`config.mk`:
```
export PLATFORM = sky130hd
export DESIGN_NAME = idp_codec_07
export DESIGN_NICKNAME = d
export VERILOG_FILES = /design/src/rtl/idp_codec_07.sv
export SDC_FILE = /design/constraint.sdc
export NUM_CORES = 1
export LEC_CHECK = 0
export ABC_AREA = 1
export CAP_MARGIN = 15
export CELL_PAD_IN_SITES_DETAIL_PLACEMENT = 0
export CELL_PAD_IN_SITES_GLOBAL_PLACEMENT = 2
export CORE_ASPECT_RATIO = 1.5
export CORE_UTILIZATION = 10
export CTS_CLUSTER_DIAMETER = 100
export DETAILED_ROUTE_END_ITERATION = 8
export PLACE_DENSITY_LB_ADDON = 0.1
export SYNTH_ARGS = -nofsm -noshare
export SYNTH_HDL_FRONTEND = slang
export SYNTH_SLANG_ARGS = --single-unit
```
`constraint.sdc`:
```
create_clock -name clock -period 0.8 [get_ports clock]
set_input_delay 0.12 -clock clock [delete_from_list [all_inputs] [get_ports clock]]
set_output_delay 0.12 -clock clock [all_outputs]
set_load 0.05 [all_outputs]
```
`src/rtl/idp_codec_07.sv`:
```
// 5-bit lane of the IDP TSV codec: registered crosstalk-avoiding encoder
// plus a zero-latency combinational decoder with a redundancy check.
module idp_codec_07 #(
    parameter int unsigned DATA_W = 5,
    parameter int unsigned TSV_W  = 7
) (
    input  logic              clock,
    input  logic              reset,
    input  logic [DATA_W-1:0] datain,
    output logic [TSV_W-1:0]  tsv,
    input  logic [TSV_W-1:0]  tsv_in,
    output logic [DATA_W-1:0] dataout,
    output logic              code_err
);

    // Wires 1/2 and 3/4 carry duplicated bits, so every interior wire of
    // tsv[5:0] matches a neighbour and no isolated 010/101 can occur.
    function automatic logic [TSV_W-1:0] encode(input logic [DATA_W-1:0] d);
        return {d[4], d[3], d[2], d[2], d[1], d[1], d[0]};
    endfunction

    always_ff @(posedge clock) begin
        if (reset) begin
            tsv <= '0;
        end else begin
            tsv <= encode(datain);
        end
    end

    // Data is taken from wires 1 and 3; their copies only feed the check.
    always_comb begin
        dataout  = {tsv_in[6], tsv_in[5], tsv_in[3], tsv_in[1], tsv_in[0]};
        code_err = (tsv_in[1] != tsv_in[2]) | (tsv_in[3] != tsv_in[4]);
    end

endmodule

```
==> results of run 1 <==
[repair_timing]
item / in CTS / in global routing
setup buffers: 0 / 0
setup endpoints to repair: 10 / 8
gates resized for setup: 20 / 4
hold buffers: 0 / 0
pin swaps: 3 / 1
[worst max-delay path by stage]
stage,from,to,slack [ns],cells past startpoint
final,tsv[4],tsv[4],-0.06,1
after global routing,tsv[4],tsv[4],-0.09,1
after CTS,tsv[4],tsv[4],-0.07,1
after detailed placement,tsv_in[3],code_err,-0.33,6
after global placement,tsv_in[3],code_err,-0.32,6
after floorplan,tsv[2],tsv[2],0.04,1
[cells in the mapped netlist]
cell type,n
dfxtp_1,5
xnor2_1,1
nand2_1,4
buf_4,7
nor2_1,5
inv_1,7
[where the power goes]
group	switching, mW	leakage [nW]	internal [mW]
sequential	0.0150	0.0436	0.263
clock	0.0933	0.0150	0.188
combinational	0.146	0.204	0.160
total	0.254	0.263	0.611
[final cells by class]
| type | instances | area, um2 | share of cell area (%) |
|---|---|---|---|
| flip-flops and latches | 5 | 111.4 | 20.46 |
| multi-input cells | 10 | 57.56 | 10.57 |
| repair buffers | 22 | 295.3 | 54.25 |
| well taps | 22 | 27.53 | 5.057 |
| clock buffers | 4 | 26.28 | 4.828 |
| inverters | 7 | 26.28 | 4.828 |
[layer usage]
metal | part of all wire (%) | vias to the layer above
met1 | 29 | 93
met3 | 12 | 2
met4 | 4.1 | 0
met5 | 0 | -
li1 | - | 110
met2 | 55 | 21
[per-stage QoR]
stage	hold WS [ns]	total power, mW	worst slack (ns)	utilization, %
2_1_floorplan	0.1816	0.4481	0.04277	-
3_3_place_gp	0.2404	0.5848	-0.3182	25.30
3_5_place_dp	0.2404	0.5884	-0.3343	25.30
4_1_cts	0.2404	0.8822	-0.06947	26.59
5_1_grt	0.2403	0.9177	-0.08600	26.52
6_report	0.2403	0.8653	-0.05631	26.52
[logic make-up after synthesis]
kind of cell | Yosys count | synth area share, %
DFF | 5 | 45.20
and+or+nand+nor | 9 | 15.25
xor gates and xnor gates | 1 | 3.956
buffers and inverters | 14 | 35.60
==> flow_metrics.env, run 1 <==
export IMPL_final_common_cell="buf_12"
export IMPL_grt_start_max_net_pins=6
export IMPL_synthesis_area_um2=221.5
export IMPL_wirelength_um=513
export IMPL_tns_ns=-0.2808
export IMPL_path_delay_family="flip-flops"
export IMPL_fillers=240
export IMPL_top_usage_layer="met2"
export IMPL_drtPass1Iterations=3
export IMPL_crit_slowest_cell="dfxtp_4"
export IMPL_period_needed_ns=0.8563
export IMPL_synth_cells=29
export IMPL_cts_tree="built"
export IMPL_drv_cap=0
export IMPL_netlist_area_leader_share_pct=45.20
export IMPL_grt_pass1_vias=248
export IMPL_ioPinCount=27
export IMPL_start_kind="register"
export IMPL_final_nets=63
export IMPL_cts_buffers=3
export IMPL_dp_cells=66
export IMPL_dr_first_iter_drc_count=2
export IMPL_htreeDepth=1
export IMPL_gp_congestion=0.5542
export IMPL_layout_common_cells="buf_12, inv_1, clkdlybuf4s50_1"
export IMPL_reg_top3="tsv x5"
export IMPL_largest_register="tsv"
export IMPL_path_class="reg -> out"
export IMPL_slew_headroom_pct=89.02
export IMPL_status="finished with violations"
export IMPL_vias_per_cell=3.229
export IMPL_root_buffer="clkbuf_4"
export IMPL_met3_usage_pct=1.504
export IMPL_hold_end="dataout[0]"
export IMPL_diodes=0
export IMPL_synth_nets=43
export IMPL_rsz0062_at_grt="yes"
export IMPL_cts_sinks=5
export IMPL_dieHeight_um=59.64
export IMPL_critPathMaxStageDelay_ns=0.37
export IMPL_fp_row_count=20
export IMPL_hold_depth=0
export IMPL_fmax_ghz=1.168
export IMPL_fin_crit_sh_pct=107.0
export IMPL_synth_seq_cells=5
export IMPL_path_cells="buf_12"
export IMPL_die_area_um2=2411
export IMPL_setup_viol=7
export IMPL_gr_usage_met2_pct=9.297
export IMPL_largest_reg_flops=5
export IMPL_hold_violations=0
export IMPL_synth_area_leaders="dfxtp_1, buf_4, inv_1"
export IMPL_dp_hpwl_um=463.5
export IMPL_p_per_area_nw_per_um2=1590
export IMPL_core_area_um2=2052
export IMPL_cts_reportedPaths_clkPinSlew_ns=0.04
export IMPL_die_w_um=40.43
export IMPL_via_count=226
export IMPL_cts_buffer_depth=2
export IMPL_postLayoutCellArea_um2=544.3
export IMPL_worst_pin_slew_ns=0.1642
export IMPL_synthDistinctLibCells=6
export IMPL_end_kind="output port"
export IMPL_cp_required_ns=0.68
export IMPL_area_growth_pct=145.8
export IMPL_place_port_buffers=20
export IMPL_avgSynthCellArea_um2=7.637
export IMPL_path_max_fanout=2
export IMPL_maxSlewViolCount=0
export IMPL_post_drt_wl_per_cell_um=7.329
export IMPL_met1_usage_pct=4.398
export IMPL_grt_first_pass_wirelength_um=890
export IMPL_antenna_found_initial=0
export IMPL_groute_usage_overall_pct=5.704
export IMPL_ir_drop_mv=0.6473
export IMPL_critical_path_arrival_ns=0.74
export IMPL_timing_final_ws_setup_ns=-0.05631
export IMPL_stdcell_count=70
export IMPL_violations="negative setup slack"
export IMPL_ant_nets=0
export IMPL_seq_area_frac_synth_pct=45.20
export IMPL_drive_gt1_share_pct=60.42
export IMPL_yosys_warnings=0
export IMPL_place_area_um2=519.2
export IMPL_p_leak_nw=0.2628
export IMPL_critPathBufInv=1
export IMPL_grt_overflow=0
export IMPL_drc_errors=0
export IMPL_hp_start="tsv_in[0]"
export IMPL_yosysTopAreaCell="dfxtp_1"
export IMPL_start_util_pct=10.79
export IMPL_hold_path_class="in -> out"
No activity file was read; power rests on OpenSTA's default activity.
==> run 2: changes to the inputs <==
--- a/config.mk
+++ b/config.mk
@@ -14,6 +14,7 @@
 export CTS_CLUSTER_DIAMETER = 100
 export DETAILED_ROUTE_END_ITERATION = 8
 export PLACE_DENSITY_LB_ADDON = 0.1
+export SKIP_CTS_REPAIR_TIMING = 1
 export SYNTH_ARGS = -nofsm -noshare
 export SYNTH_HDL_FRONTEND = slang
 export SYNTH_SLANG_ARGS = --single-unit
==> flow_metrics.env, run 2 (synthesis results as in run 1) <==
export IMPL_crit_slowest_cell="dfxtp_4"
export IMPL_largest_reg_flops=5
export IMPL_post_drt_wl_per_cell_um=7.243
export IMPL_p_per_area_nw_per_um2=1537
export IMPL_cts_tree="built"
export IMPL_cts_sinks=5
export IMPL_drtPass1Iterations=3
export IMPL_grt_overflow=0
export IMPL_fp_row_count=20
export IMPL_via_count=222
export IMPL_ioPinCount=27
export IMPL_period_needed_ns=0.8563
export IMPL_hold_end="dataout[0]"
export IMPL_hp_start="tsv_in[0]"
export IMPL_grt_first_pass_wirelength_um=903
export IMPL_hold_depth=0
export IMPL_reg_top3="tsv x5"
export IMPL_fmax_ghz=1.168
export IMPL_critPathBufInv=1
export IMPL_cp_required_ns=0.68
export IMPL_die_area_um2=2411
export IMPL_largest_register="tsv"
export IMPL_worst_pin_slew_ns=0.1642
export IMPL_timing_final_ws_setup_ns=-0.05631
export IMPL_slew_headroom_pct=89.02
export IMPL_ant_nets=0
export IMPL_diodes=0
export IMPL_wirelength_um=507
export IMPL_cts_buffer_depth=2
export IMPL_path_max_fanout=2
export IMPL_start_kind="register"
export IMPL_vias_per_cell=3.171
export IMPL_final_core_util_pct=27.38
export IMPL_dieHeight_um=59.64
export IMPL_p_leak_nw=0.2944
export IMPL_grt_start_max_net_pins=6
export IMPL_drc_errors=0
export IMPL_antenna_found_initial=0
export IMPL_drive_gt1_share_pct=43.75
export IMPL_rsz0062_at_grt="yes"
export IMPL_htreeDepth=1
export IMPL_critPathMaxStageDelay_ns=0.37
export IMPL_whs_ns=0.2403
export IMPL_groute_usage_overall_pct=5.772
export IMPL_critical_path_arrival_ns=0.74
export IMPL_layout_common_cells="buf_12, inv_1, clkdlybuf4s50_1"
export IMPL_setup_viol=7
export IMPL_path_cells="buf_12"
export IMPL_end_kind="output port"
export IMPL_ir_drop_mv=0.6473
export IMPL_gp_congestion=0.5542
export IMPL_maxSlewViolCount=0
export IMPL_final_common_cell="buf_12"
export IMPL_cts_buffers=3
export IMPL_core_area_um2=2052
export IMPL_hold_violations=0
export IMPL_cts_reportedPaths_clkPinSlew_ns=0.04
export IMPL_status="finished with violations"
export IMPL_hold_path_class="in -> out"
export IMPL_fin_crit_sh_pct=107.0
export IMPL_dr_first_iter_drc_count=2
export IMPL_path_class="reg -> out"
export IMPL_start_util_pct=10.79
export IMPL_die_w_um=40.43
export IMPL_drv_cap=0
export IMPL_path_delay_family="flip-flops"
export IMPL_grt_pass1_vias=250
export IMPL_violations="negative setup slack"
export IMPL_final_nets=63
export IMPL_place_port_buffers=20
export IMPL_area_growth_pct=153.7
export IMPL_root_buffer="clkbuf_4"
export IMPL_dp_hpwl_um=463.5
## run 2: cell types whose count changed in the layout (fill, tap and decap cells not counted)
cell            before  now
inv_2                1    0
inv_1                6    7
xnor2_2              1    0
xnor2_1              0    1
buf_2                4    0
nand2_1              1    3
dlymetal6s2s_1       0    4
nand2_2              3    1
## run 2: layer usage
layer | track usage [%] | wire [um]
met1 | 4.619 | 141
met4 | 7.143 | 21
met3 | 1.504 | 64
met5 | 0 | 0
met2 | 9.297 | 279
## run 2: worst max path at each step
stage | start | to | slack (ns) | depth (start not counted)
6_report | tsv[4] | tsv[4] | -0.06 | 1
5_1_grt | tsv[4] | tsv[4] | -0.09 | 1
4_1_cts | tsv_in[3] | code_err | -0.34 | 6
3_5_place_dp | tsv_in[3] | code_err | -0.33 | 6
3_3_place_gp | tsv_in[3] | code_err | -0.32 | 6
2_1_floorplan | tsv[2] | tsv[2] | 0.04 | 1
## run 2: final cells by class
type	instances	area [um2]
fillers	230	1490
well taps	22	27.53
inverters	7	26.28
multi-input cells	10	45.04
clock buffers	4	26.28
flip-flops and latches	5	111.4
repair buffers	22	325.3
## run 2: per-stage QoR
step	area (um2)	setup slack [ns]	cells	total power, mW	setup TNS [ns]
6_report	561.8	-0.05631	70	0.8634	-0.2808
5_1_grt	561.8	-0.08600	70	0.9164	-0.5124
4_1_cts	545.5	-0.3439	70	0.8811	-1.177
3_5_place_dp	519.2	-0.3343	66	0.5884	-1.029
3_3_place_gp	519.2	-0.3182	66	0.5848	-0.9642
2_1_floorplan	229.0	0.04277	29	0.4481	0
## run 2: report_power, final
group          internal [mW]  switching [mW]  total, mW
Sequential             0.263          0.0150      0.278
Combinational          0.162           0.142      0.304
Clock                  0.188          0.0933      0.281
